`src/rtl/xactpool_pkg.sv`:
```
// ============================================================================
// Module  : xactpool_pkg
// Brief   : Bus geometry, configuration layout and FSM encoding for xactpool.
// Revision: 1.0 - initial release
// ============================================================================
`default_nettype none

package xactpool_pkg;

    localparam int N_WORDS    = 8;
    localparam int N_W        = 4;
    localparam int MEM_ADDR_W = 10;
    localparam int PERIOD_W   = 5;
    localparam int CONF_BITS  = N_W + MEM_ADDR_W + 2*PERIOD_W + 1;

    typedef enum logic [1:0] {
        IDLE = 2'd0,
        WAIT = 2'd1,
        POOL = 2'd2,
        DONE = 2'd3
    } state_t;

    // Field order matches configdata, MSB first.
    typedef struct packed {
        logic [N_W-1:0]        sel;
        logic [MEM_ADDR_W-1:0] iterations;
        logic [PERIOD_W-1:0]   window;
        logic [PERIOD_W-1:0]   delay;
        logic                  relu;
    } conf_t;

endpackage

`default_nettype wire

```
`src/rtl/xactpool_xinmux.sv`:
```
// ============================================================================
// Module  : xinmux
// Brief   : Selects one DATA_W word out of the 2x data bus; word k sits at bits [k*DATA_W +: DATA_W].
// Revision: 1.0 - initial release
// ============================================================================
`default_nettype none

module xinmux #(
    parameter int DATA_W = 32,
    parameter int N_W    = 4
) (
    input  logic [N_W-1:0]              sel_i,
    input  logic [(2**N_W)*DATA_W-1:0]  data_i,
    output logic [DATA_W-1:0]           data_o
);

    logic [DATA_W-1:0] words [2**N_W];

    for (genvar k = 0; k < 2**N_W; k++) begin : g_word
        assign words[k] = data_i[k*DATA_W +: DATA_W];
    end

    assign data_o = words[sel_i];

endmodule

`default_nettype wire

```
`src/rtl/xactpool.sv`:
```
// ============================================================================
// Module  : xactpool
// Brief   : Max-pooling unit with optional ReLU; the clamp exists only when XACTPOOL_RELU_EN is defined.
// Revision: 1.0 - initial release
// ============================================================================
`default_nettype none

module xactpool
    import xactpool_pkg::*;
#(
    parameter int DATA_W = 32
) (
    input  logic                          clk,
    input  logic                          rst,
    input  logic                          run,
    input  logic [2*N_WORDS*DATA_W-1:0]   flow_in,
    output logic [DATA_W-1:0]             flow_out,
    output logic                          done,
    input  logic [CONF_BITS-1:0]          configdata
);

    conf_t                 cfg;
    logic [DATA_W-1:0]     op;
    logic [PERIOD_W-1:0]   win_last;
    logic [PERIOD_W-1:0]   dly_last;
    logic [MEM_ADDR_W-1:0] iter_last;
    logic                  cfg_empty;
    logic                  wlast;
    logic [DATA_W-1:0]     pooled_d;
    logic [DATA_W-1:0]     out_d;

    state_t                state_q;
    logic [PERIOD_W-1:0]   dcnt_q;
    logic [PERIOD_W-1:0]   wcnt_q;
    logic [MEM_ADDR_W-1:0] icnt_q;
    logic [MEM_ADDR_W-1:0] ocnt_q;
    logic [DATA_W-1:0]     op_q;
    logic                  first_q;
    logic                  last_q;
    logic                  vld_q;
    logic [DATA_W-1:0]     acc_q;
    logic [DATA_W-1:0]     flow_out_q;
    logic                  done_q;

    assign cfg       = conf_t'(configdata);
    assign win_last  = cfg.window - PERIOD_W'(1);
    assign dly_last  = cfg.delay - PERIOD_W'(2);
    assign iter_last = cfg.iterations - MEM_ADDR_W'(1);
    assign cfg_empty = (cfg.iterations == '0) || (cfg.window == '0);
    assign wlast     = (wcnt_q == win_last);

    xinmux #(
        .DATA_W (DATA_W),
        .N_W    (N_W)
    ) u_xinmux (
        .sel_i  (cfg.sel),
        .data_i (flow_in),
        .data_o (op)
    );

    // Ties keep the accumulator.
    assign pooled_d = (first_q || ($signed(op_q) > $signed(acc_q))) ? op_q : acc_q;

`ifdef XACTPOOL_RELU_EN
    assign out_d = (cfg.relu && pooled_d[DATA_W-1]) ? '0 : pooled_d;
`else
    logic unused_relu;
    assign unused_relu = cfg.relu;
    assign out_d       = pooled_d;
`endif

    // The first sample is taken max(delay,1) cycles after the run pulse,
    // so the run cycle itself counts as one delay cycle.
    always_ff @(posedge clk) begin
        if (rst) begin
            state_q    <= IDLE;
            dcnt_q     <= '0;
            wcnt_q     <= '0;
            icnt_q     <= '0;
            ocnt_q     <= '0;
            op_q       <= '0;
            first_q    <= 1'b0;
            last_q     <= 1'b0;
            vld_q      <= 1'b0;
            acc_q      <= '0;
            flow_out_q <= '0;
            done_q     <= 1'b0;
        end else if (run) begin
            vld_q  <= 1'b0;
            dcnt_q <= '0;
            wcnt_q <= '0;
            icnt_q <= '0;
            ocnt_q <= '0;
            if (cfg_empty) begin
                state_q <= DONE;
                done_q  <= 1'b1;
            end else begin
                state_q <= (cfg.delay <= PERIOD_W'(1)) ? POOL : WAIT;
                done_q  <= 1'b0;
            end
        end else begin
            vld_q <= 1'b0;
            if (vld_q) begin
                acc_q <= pooled_d;
                if (last_q) begin
                    flow_out_q <= out_d;
                    if (ocnt_q == iter_last) begin
                        done_q <= 1'b1;
                    end else begin
                        ocnt_q <= ocnt_q + 1'b1;
                    end
                end
            end
            case (state_q)
                WAIT: begin
                    dcnt_q <= dcnt_q + 1'b1;
                    if (dcnt_q == dly_last) begin
                        state_q <= POOL;
                    end
                end
                POOL: begin
                    op_q    <= op;
                    first_q <= (wcnt_q == '0);
                    last_q  <= wlast;
                    vld_q   <= 1'b1;
                    if (wlast) begin
                        wcnt_q <= '0;
                        if (icnt_q == iter_last) begin
                            state_q <= DONE;
                        end else begin
                            icnt_q <= icnt_q + 1'b1;
                        end
                    end else begin
                        wcnt_q <= wcnt_q + 1'b1;
                    end
                end
                default: ;
            endcase
        end
    end

    assign flow_out = flow_out_q;
    assign done     = done_q;

endmodule

`default_nettype wire
```
`config.mk`:
```
export PLATFORM = sky130hd
export DESIGN_NAME = xactpool
export DESIGN_NICKNAME = d
export VERILOG_FILES = /design/src/rtl/xactpool_pkg.sv /design/src/rtl/xactpool_xinmux.sv /design/src/rtl/xactpool.sv
export SDC_FILE = /design/constraint.sdc
export NUM_CORES = 1
export LEC_CHECK = 0
export ABC_CLOCK_PERIOD_IN_PS = 3300
export CELL_PAD_IN_SITES_DETAIL_PLACEMENT = 1
export CELL_PAD_IN_SITES_GLOBAL_PLACEMENT = 1
export CORE_AREA = 2 2 225 227
export DETAILED_ROUTE_END_ITERATION = 10
export DIE_AREA = 0 0 227 229
export PLACE_DENSITY = 0.62
export SLEW_MARGIN = 20
export SYNTH_ARGS = -nofsm -noshare
export SYNTH_HDL_FRONTEND = slang
export SYNTH_SLANG_ARGS = --single-unit
```
`constraint.sdc`:
```
create_clock -name clk -period 3.3 [get_ports clk]
set_input_delay 0.495 -clock clk [delete_from_list [all_inputs] [get_ports clk]]
set_output_delay 0.495 -clock clk [all_outputs]
set_load 0.1 [all_outputs]
```
==> metrics, run 1 <==
maxcap violations 0; Slew Limit Fails 0; Main synth FF type dfxtp_1; FMAX approximately 330 MHz; reg-to-reg endpoint flow_out[11]$_SDFFE_PP0P_; Max-slew headroom 0.347; WL/cell ~26 um; Final setup viols 0; site row count 82; delay-heaviest family, CP compound AO/OA/AOI/OAI gates; Leak 6.20 nW; Clock Root Buffer clkbuf_16; Overall Power 5.47 mW; CP Data Arrival Time 3.31 ns; number of global-route vias before repair 11700; pwr dens 303 nW/um2; worst min-delay path class reg2reg; Mapped Nets about 1600; Final Cell Area 18000 um2; worst IR drop on VDD 0.335 mV; critical path cell sequence inv_1 > ha_1 > and4_4 > nand4_2 > o31ai_2 > a2111oi_2 > a2111oi_4 > buf_4 > mux2i_1 > a211oi_1; Max clock buf depth 2; WL final 59.5 mm; Worst setup endpoint flow_out[11]$_SDFFE_PP0P_; Switching Fraction 0.284; commonest non-fill, non-tap cell in the layout clkdlybuf4s50_1; crit path kind reg2reg; Seq pwr share 0.298; register area share after synthesis 0.243; first-pass GRT wire length roughly 85 mm; unrepaired setup endpoints after global routing no; CTS tree done; Logic pwr share 0.352; Buf/Inv on CP 2; Die Span Y 229 um; reg2reg path depth 10; Seq cells post-synth 132; TNS Setup 0 ns; CP max FO 10; Post-DP HPWL 51.4 mm; fin crit share 0.920; Critical Path Source Type flip-flop; # IOs 573; TritonRoute pass-1 iters 5; yosys warns 0; CTS Buf Count 17; number of flops mapped to enable cells by yosys 0; Int Power 3.92 mW; largest net degree at the start of global routing 72; initial drt markers 559; slowest cell delay on critical path around 0.48 ns; commonest non-fill, non-tap cells in the layout clkdlybuf4s50_1, mux4_2, dfxtp_1; Routed Antenna Nets 0; initial antenna violation count 24; R2R Path Start acc_q[31]$_SDFFE_PP0P_; Die ar. 52000 um2; Crit-path slowest cell a2111oi_4; htree depth 4; DR DRC count 0; CP required 3.58 ns; Clock Power Share 0.350; synth unique cells 60; core area between 40000 and 50000 um2; Post-synth ARST share 0; NetSw 1.55 mW; global-route usage over all layers 0.229; Initial Util 0.219; CTS sink cnt 132; layout cells sized above 1 0.180; Hold Buf Count CTS 0; clk slew on worst S/H paths ~0.060 ns; final hold vios 0; total grt overflow 0; R2R setup slack 0.26 ns; Area Overhead vs Synth 65.6%; Vias/cell 4.82; dpl cell area ~17000 um2; Setup Skew just over 0.01 ns; die extent in x around 230 um; Slew @ Worst Pin 0.976 ns; synthesized area per cell approximately 11 um2; port bufs about 570; Final Util 0.363; vias 10800; outcome complete, no violations; Setup crit start acc_q[31]$_SDFFE_PP0P_; CP Capture Type flip-flop; RePlAce Congestion 0.961; Clock Latency Late Sink approximately 0.43 ns; Tmin final 3.04 ns; CP Depth 10; area of the mapped netlist 10900 um2; Nets ~2100; Post-Syn Instances 1006
flip-flops by register name, indices dropped and copies added, names as in the netlist:
name and flops:
wcnt_q 5, state_q 2, flow_out 32, last_q 1, done 1, ocnt_q 10
acc_q 32, vld_q 1, dcnt_q 5, op_q 32, icnt_q 10, first_q 1
power by group through the flow:
stage          clock [mW]  sequential [mW]  combinational, mW
2_1_floorplan           0             1.66              0.920
3_3_place_gp            0             1.67               1.92
3_5_place_dp            0             1.67               1.93
4_1_cts              1.96             1.63               1.94
5_1_grt              2.01             1.63               2.03
6_report             1.91             1.63               1.93
logic make-up after synthesis:
| logic type | Yosys count | share of synthesized area |
|---|---|---|
| buf+inv | 124 | 0.0471 |
| simple gates | 297 | 0.138 |
| fa+ha+maj | 41 | 0.0471 |
| flops | 132 | 0.243 |
| compound gates | 131 | 0.0789 |
| xor+xnor | 50 | 0.0503 |
| mux | 231 | 0.396 |
area by class of cell:
| class | count | area [um2] |
|---|---|---|
| fillers | 5557 | 31600 |
| inverters | 47 | 176 |
| clock inverters | 15 | 156 |
| flip-flops and latches | 132 | 2640 |
| multi-input cells | 750 | 7770 |
| repair buffers | 609 | 6030 |
| well taps | 672 | 841 |
| diodes | 6 | 15.0 |
| clock buffers | 17 | 425 |
routing by layer:
layer  global-route usage  wire length, um  vias up
li1                     -                -     4944
met1                0.296            25700     5492
met2                0.398            30000      330
met3               0.0514             3320       52
met4               0.0259              405       18
met5                    0              112        -
worst reg2reg max path: cells and delay by family, from the launching register on:
kind,cells,cell delay [ns]
compound gates,4,1.07
simple gates,2,0.44
fa+ha+maj,1,0.40
buf+inv,2,0.36
flops,1,0.34
mux,1,0.29
worst min-delay path by stage:
stage	slack, ns	cells after the start	to	startpoint
after global placement	0.47	2	acc_q[16]$_SDFFE_PP0P_	acc_q[16]$_SDFFE_PP0P_
after CTS	0.49	2	acc_q[21]$_SDFFE_PP0P_	acc_q[21]$_SDFFE_PP0P_
after global routing	0.51	2	acc_q[20]$_SDFFE_PP0P_	acc_q[20]$_SDFFE_PP0P_
after detailed placement	0.48	2	first_q$_SDFFE_PP0P_	first_q$_SDFFE_PP0P_
after floorplan	0.43	2	first_q$_SDFFE_PP0P_	first_q$_SDFFE_PP0P_
final	0.49	2	acc_q[21]$_SDFFE_PP0P_	acc_q[21]$_SDFFE_PP0P_
synthesized netlist by cell type, types with 2 or more instances:
master / number / area, um2
o41ai_1: 2 / 17.5
nor3b_1: 2 / 15.0
nand4_1: 11 / 68.8
nor2b_1: 5 / 31.3
xnor3_1: 8 / 180
and3_1: 4 / 25.0
a21oi_1: 53 / 265
dfxtp_1: 132 / 2640
nor4_1: 2 / 12.5
o311ai_0: 2 / 17.5
a31oi_1: 2 / 12.5
buf_6: 6 / 67.6
a2111oi_1: 2 / 20.0
or4_1: 2 / 15.0
nand2b_1: 69 / 432
or2_2: 3 / 18.8
a2111oi_0: 2 / 17.5
and4_1: 3 / 26.3
buf_2: 2 / 10.0
o211ai_1: 4 / 30.0
inv_1: 47 / 176
a211oi_1: 33 / 248
clkbuf_1: 55 / 206
mux2i_1: 71 / 711
xnor2_1: 24 / 210
xor2_1: 18 / 158
nand2_1: 85 / 319
nor2_1: 64 / 240
o22ai_1: 2 / 12.5
or3_1: 12 / 75.1
nor3_1: 10 / 50.1
o31ai_1: 2 / 15.0
a221oi_1: 2 / 17.5
nand3b_1: 2 / 15.0
nand3_1: 13 / 65.1
o21ai_0: 13 / 65.1
buf_1: 14 / 52.6
mux4_2: 160 / 3600
and2_1: 2 / 12.5
ha_1: 41 / 513
what timing repair did:
item	in CTS	in global routing
setup buffers	0	0
gates resized for setup	0	1
setup endpoints to repair	0	7
per-stage QoR:
stage	instances	hold slack, ns	worst slack (ns)
floorplan	1006	0.428	0.677
global placement	2210	0.473	-0.0558
detailed placement	2210	0.482	-0.125
CTS	2242	0.495	0.144
global route	2242	0.513	0.110
finish	2248	0.488	0.265
Power figures use the tool's default switching activity.
==> run 2: changes to the inputs <==
--- a/config.mk
+++ b/config.mk
@@ -8,9 +8,9 @@
 export ABC_CLOCK_PERIOD_IN_PS = 3300
 export CELL_PAD_IN_SITES_DETAIL_PLACEMENT = 1
 export CELL_PAD_IN_SITES_GLOBAL_PLACEMENT = 1
-export CORE_AREA = 2 2 225 227
+export CORE_AREA = 2 2 224 226
 export DETAILED_ROUTE_END_ITERATION = 10
-export DIE_AREA = 0 0 227 229
+export DIE_AREA = 0 0 226 228
 export PLACE_DENSITY = 0.62
 export SLEW_MARGIN = 20
 export SYNTH_ARGS = -nofsm -noshare
==> run 2 against run 1 <==
Effect of this change: sequential share of layout area down 0.063 points; global-route usage up 0.39 points; sequential power about the same; combinational power about the same; die area down 0.88%; final area up 0.43%; critical endpoint is now acc_q[30]$_SDFFE_PP0P_; highest routed layer unchanged.
==> metrics, run 2 (same netlist as run 1, synthesis figures left out) <==
outcome complete, no violations (unchanged); Setup Skew 0.00830 ns (was 0.0101 ns); final hold vios 0 (unchanged); area of the multi-input gates 7770 um2 (about the same); # IOs 573 (unchanged); Max clock buf depth 2 (unchanged); pwr dens 301 nW/um2 (was 303 nW/um2); slowest cell delay on critical path 0.57 ns (was 0.48 ns); delay-heaviest family, CP compound AO/OA/AOI/OAI gates (unchanged); Critical Path Source Type flip-flop (unchanged); fin crit share 0.933 (was 0.920); port bufs 571 (unchanged); clk slew on worst S/H paths 0.06 ns (about the same); Die ar. 51500 um2 (was 52000 um2); R2R setup slack 0.22 ns (was 0.26 ns); DR DRC count 0 (unchanged); Clock Power Share 0.342 (was 0.350); NetSw 1.52 mW (was 1.55 mW); maxcap violations 0 (unchanged); Vias/cell 4.80 (was 4.82); hold_ws 0.476 ns (was 0.488 ns); first-pass GRT wire length 85.2 mm (was 84.7 mm); Tmin final 3.08 ns (was 3.04 ns); htree depth 4 (unchanged); Final setup viols 0 (unchanged); Initial Util 0.221 (was 0.219); core area 49300 um2 (was 49700 um2); CP Depth 11 (was 10); Worst Hold End first_q$_SDFFE_PP0P_ (was acc_q[21]$_SDFFE_PP0P_); CP dominant cell by count buf_4; Slew Limit Fails 0 (unchanged); unrepaired setup endpoints after global routing no (unchanged); largest net degree at the start of global routing 67 (was 72); crit path kind reg2reg (unchanged); Clock Root Buffer clkbuf_16 (unchanged); Slew @ Worst Pin 0.972 ns (was 0.976 ns); Clock Latency Late Sink 0.41 ns (was 0.43 ns); die extent in x 226 um (was 227 um); CTS sink cnt 132 (unchanged); R2R Path Start acc_q[15]$_SDFFE_PP0P_ (was acc_q[31]$_SDFFE_PP0P_); FMAX 325 MHz (was 329 MHz); initial drt markers 559 (unchanged); Overall Power 5.45 mW (was 5.47 mW); Final Util 0.367 (was 0.363); CP required 3.64 ns (was 3.58 ns); Logic pwr share 0.358 (was 0.352); initial antenna violation count 37 (was 24); CP Capture Type flip-flop (unchanged); Leak 6.23 nW (was 6.20 nW); number of global-route vias before repair 11900 (was 11700); site row count 82 (unchanged); reg2reg path depth 11 (was 10); Die Span Y 228 um (was 229 um); Max-slew headroom 0.350 (was 0.347); Crit-path slowest cell a2111oi_1 (was a2111oi_4); Nets 2145 (was 2138); RePlAce Congestion 0.964 (was 0.961); layout cells sized above 1 0.183 (was 0.180); Post-DP HPWL 51.6 mm (was 51.4 mm); post-CTS sizing 0 (unchanged); setup repair bufs after CTS 0 (unchanged); total grt overflow 0 (unchanged); TritonRoute pass-1 iters 5 (unchanged); Area Overhead vs Synth 66.4% (was 65.6%); CTS tree done (unchanged); Int Power 3.93 mW (was 3.92 mW); vias 10900 (was 10800); Hold Buf Count CTS 0 (unchanged); CP max FO 18 (was 10); CTS Buf Count 17 (unchanged); worst IR drop on VDD 0.355 mV (was 0.335 mV); CP Data Arrival Time 3.42 ns (was 3.31 ns); GR Util met3 0.0732 (was 0.0514); Seq pwr share 0.299 (was 0.298); Switching Fraction 0.278 (was 0.284); Routed Antenna Nets 0 (unchanged); Worst Hold Launch first_q$_SDFFE_PP0P_ (was acc_q[21]$_SDFFE_PP0P_); global-route usage over all layers 0.232 (was 0.229); grt met1 use 0.287 (was 0.296); critical path cell sequence inv_1 > ha_1 > and3_1 > nand4_1 > o31ai_2 > a2111oi_1 > a2111oi_4 > buf_4 > nor3b_2 > buf_4 > mux2i_1 (was inv_1 > ha_1 > and4_4 > nand4_2 > o31ai_2 > a2111oi_2 > a2111oi_4 > buf_4 > mux2i_1 > a211oi_1); commonest non-fill, non-tap cells in the layout clkdlybuf4s50_1, mux4_2, dfxtp_1 (unchanged); WL/cell 26.7 um (was 26.5 um); fillers 5478 (was 5557); WL final 60.3 mm (was 59.5 mm); commonest non-fill, non-tap cell in the layout clkdlybuf4s50_1 (unchanged); worst min-delay path class reg2reg (unchanged); Reg area 2640 um2 (unchanged); reg-to-reg endpoint acc_q[30]$_SDFFE_PP0P_ (was flow_out[11]$_SDFFE_PP0P_); GRT busiest layer met2 (unchanged); Worst Hold Depth 2 (unchanged); Buf/Inv on CP 3 (was 2); met2 Usage GRT 0.390 (was 0.398)
==> run 2: routing by layer <==
layer | vias up | share of wire
li1 | 4964 | -
met1 | 5448 | 0.41
met2 | 367 | 0.50
met3 | 58 | 0.076
met4 | 22 | 0.014
met5 | - | 0.0024
==> run 2: cell type report <==
type	instances	area share
inverters	47	0.00973
clock inverters	13	0.00745
diodes	12	0.00166
repair buffers	616	0.336
multi-input cells	750	0.428
clock buffers	19	0.0244
well taps	672	0.0464
flip-flops and latches	132	0.146
==> run 2: worst register-to-register path, stage by stage (launching register included) <==
cell and delay [ns]:
dfxtp_1 0.36, inv_1 0.06, ha_1 0.27, and3_1 0.23
nand4_1 0.21, o31ai_2 0.11, a2111oi_1 0.57, a2111oi_4 0.14
buf_4 0.24, nor3b_2 0.22, buf_4 0.37, mux2i_1 0.24
==> run 2: power by group through the flow <==
stage	clock (mW)	combinational [mW]	sequential, mW
2_1_floorplan	0	0.920	1.66
3_3_place_gp	0	1.94	1.67
3_5_place_dp	0	1.96	1.67
4_1_cts	1.91	1.97	1.63
5_1_grt	1.99	2.06	1.63
6_report	1.87	1.95	1.63
==> run 2: worst max path at each step <==
stage                            from  slack [ns]                        end
4_1_cts         acc_q[9]$_SDFFE_PP0P_        0.19  flow_out[24]$_SDFFE_PP0P_
2_1_floorplan  acc_q[31]$_SDFFE_PP0P_        0.68     acc_q[10]$_SDFFE_PP0P_
3_5_place_dp           configdata[11]       -0.17     icnt_q[5]$_SDFFE_PP0P_
5_1_grt         acc_q[7]$_SDFFE_PP0P_        0.05     acc_q[30]$_SDFFE_PP0P_
3_3_place_gp           configdata[11]       -0.05     icnt_q[5]$_SDFFE_PP0P_
6_report       acc_q[15]$_SDFFE_PP0P_        0.22     acc_q[30]$_SDFFE_PP0P_
==> run 2: through the flow <==
stage | instances | setup TNS (ns) | instance area [um2] | worst slack (ns)
after floorplan | 1006 | 0 | 10900 | 0.677
after global placement | 2217 | -0.0987 | 17500 | -0.0490
after detailed placement | 2217 | -1.04 | 17500 | -0.166
after CTS | 2249 | 0 | 18100 | 0.186
after global routing | 2259 | 0 | 18100 | 0.0461
final | 2261 | 0 | 18100 | 0.221
==> run 3: changes to the inputs <==
--- a/config.mk
+++ b/config.mk
@@ -12,6 +12,7 @@
 export DETAILED_ROUTE_END_ITERATION = 10
 export DIE_AREA = 0 0 226 228
 export PLACE_DENSITY = 0.62
+export REMOVE_ABC_BUFFERS = 1
 export SLEW_MARGIN = 20
 export SYNTH_ARGS = -nofsm -noshare
 export SYNTH_HDL_FRONTEND = slang
==> run 3 against run 2 <==
Effect of this change: count of clock-buffer cells in the layout fell by 1; via count fell by 2.9%; register-to-register slack barely moved; critical endpoint is now flow_out[6]$_SDFFE_PP0P_; total power down 3.4%; core utilization fell by 0.053 points; highest routed layer unchanged; non-clock buffer count rose by 6; final area is 0.15% lower; cell count is essentially flat.
==> metrics, run 3 (same netlist as run 1, synthesis figures left out) <==
DR DRC count 0 (unchanged); # IOs 573 (unchanged); CP Capture Type flip-flop (unchanged); Post-DP HPWL 40.1 mm (was 51.6 mm); Final setup viols 0 (unchanged); Final Worst Setup Slack 0.234 ns (was 0.221 ns); commonest non-fill, non-tap cell in the layout clkdlybuf4s50_1 (unchanged); RePlAce Congestion 0.932 (was 0.964); CP required 3.58 ns (was 3.64 ns); fin crit share 0.929 (was 0.933); Slew @ Worst Pin 1.01 ns (was 0.972 ns); Post-Place Worst Slack -0.00940 ns (was -0.166 ns); commonest non-fill, non-tap cells in the layout clkdlybuf4s50_1, mux4_2, dfxtp_1 (unchanged); worst min-delay path class in2reg (was reg2reg); TritonRoute pass-1 iters 4 (was 5); Nets 2151 (was 2145); Vias/cell 4.66 (was 4.80); CTS Buf Count 17 (unchanged); Area Overhead vs Synth 66.1% (was 66.4%); Overall Power 5.27 mW (was 5.45 mW); dpl cell area 17500 um2 (about the same); Final Cell Area 18100 um2 (about the same); outcome complete, no violations (unchanged); Tmin final 3.07 ns (was 3.08 ns); number of global-route vias before repair 11900 (about the same); vias 10500 (was 10900); die extent in x 226 um (unchanged); maxcap violations 0 (unchanged); Clock Latency Late Sink 0.43 ns (was 0.41 ns); core area 49300 um2 (unchanged); CTS sink cnt 132 (unchanged); Critical Path Source Type flip-flop (unchanged); total grt overflow 0 (unchanged); initial drt markers 510 (was 559); worst IR drop on VDD 0.341 mV (was 0.355 mV); FMAX 326 MHz (was 325 MHz); Die Span Y 228 um (unchanged); Max-slew headroom 0.323 (was 0.350); site row count 82 (unchanged); WL/cell 21.2 um (was 26.7 um); crit path kind reg2reg (unchanged); port bufs 571 (unchanged); Slew Limit Fails 0 (unchanged); Initial Util 0.221 (unchanged); clk slew on worst S/H paths 0.07 ns (was 0.06 ns); Max clock buf depth 2 (unchanged); pwr dens 291 nW/um2 (was 301 nW/um2); htree depth 4 (unchanged); Leak 6.23 nW (about the same); Post-Place Cells 2223 (was 2217); CP Data Arrival Time 3.34 ns (was 3.42 ns); layout cells sized above 1 0.184 (was 0.183); Clock Root Buffer clkbuf_16 (unchanged); first-pass GRT wire length 72.3 mm (was 85.2 mm); largest net degree at the start of global routing 65 (was 67); final cell count without fillers 2262 (was 2261); Routed Antenna Nets 0 (unchanged); initial antenna violation count 9 (was 37); Setup Skew 0.0148 ns (was 0.00830 ns); CTS tree done (unchanged); final hold vios 0 (unchanged); Die ar. 51500 um2 (unchanged); global-route usage over all layers 0.186 (was 0.232); CP max FO 24 (was 18); WL final 47.9 mm (was 60.3 mm); unrepaired setup endpoints after global routing no (unchanged)
-- run 3: cell count changes in the layout (fill, tap and decap cells not counted), moves of 3 or more --
cell | before | now
clkinv_2 | 4 | 1
buf_12 | 10 | 7
buf_4 | 68 | 73
clkdlybuf4s50_1 | 534 | 539
inv_6 | 0 | 6
diode_2 | 12 | 7
-- run 3: per-layer routing --
layer	GRT usage	up-vias	share of wire
li1	-	4970	-
met1	0.225	5238	0.41
met2	0.332	297	0.52
met3	0.0438	29	0.056
met4	0.0428	6	0.011
met5	0	-	0.00065
-- run 3: worst max-delay path, cell delays in order, from the launching register on --
cell and delay (ns):
dfxtp_1 0.36, inv_1 0.05, ha_1 0.29, a211oi_1 0.22, o21ai_0 0.15, a311oi_1 0.41, o22ai_1 0.21, a2111oi_4 0.42
buf_12 0.28, mux2i_1 0.38, a211oi_1 0.13
-- run 3: final timing paths --
kind                                from                        to  slack, ns  cells past startpoint
setup / recovery   acc_q[9]$_SDFFE_PP0P_  flow_out[6]$_SDFFE_PP0P_       0.23                     10
hold / removal                       rst      op_q[8]$_SDFFE_PP0P_       0.47                      2
hold reg to reg   acc_q[26]$_SDFFE_PP0P_    acc_q[26]$_SDFFE_PP0P_       0.49                      2
setup reg to reg   acc_q[9]$_SDFFE_PP0P_  flow_out[6]$_SDFFE_PP0P_       0.23                     10
-- run 3: area by class of cell --
class,instances,area [um2]
Fill cell,5469,31200
Multi-Input combinational cell,750,7770
Timing Repair Buffer,622,6110
Sequential cell,132,2640
Tap cell,672,841
Clock buffer,18,429
Inverter,47,176
Clock inverter,14,119
Antenna cell,7,17.5
-- run 3: what timing repair did --
| item | CTS | global route |
|---|---|---|
| endpoints found under the setup margin | 0 | 32 |
| setup buffers | 0 | 0 |
| gates resized for setup | 0 | 1 |
| hold buffers | 0 | 0 |
-- run 3: power by group --
part	leakage (nW)	switching, mW	internal [mW]
registers	1.06	0.0199	1.61
clock network	0.259	0.812	0.984
logic	4.91	0.657	1.18
total	6.23	1.49	3.78
-- run 3: stage by stage --
| step | setup TNS [ns] | hold WS (ns) | utilization |
|---|---|---|---|
| floorplan | -102.55 | 0.422 | - |
| global placement | 0 | 0.474 | 0.355 |
| detailed placement | -0.00940 | 0.484 | 0.355 |
| CTS | 0 | 0.458 | 0.366 |
| global route | 0 | 0.482 | 0.367 |
| finish | 0 | 0.473 | 0.367 |
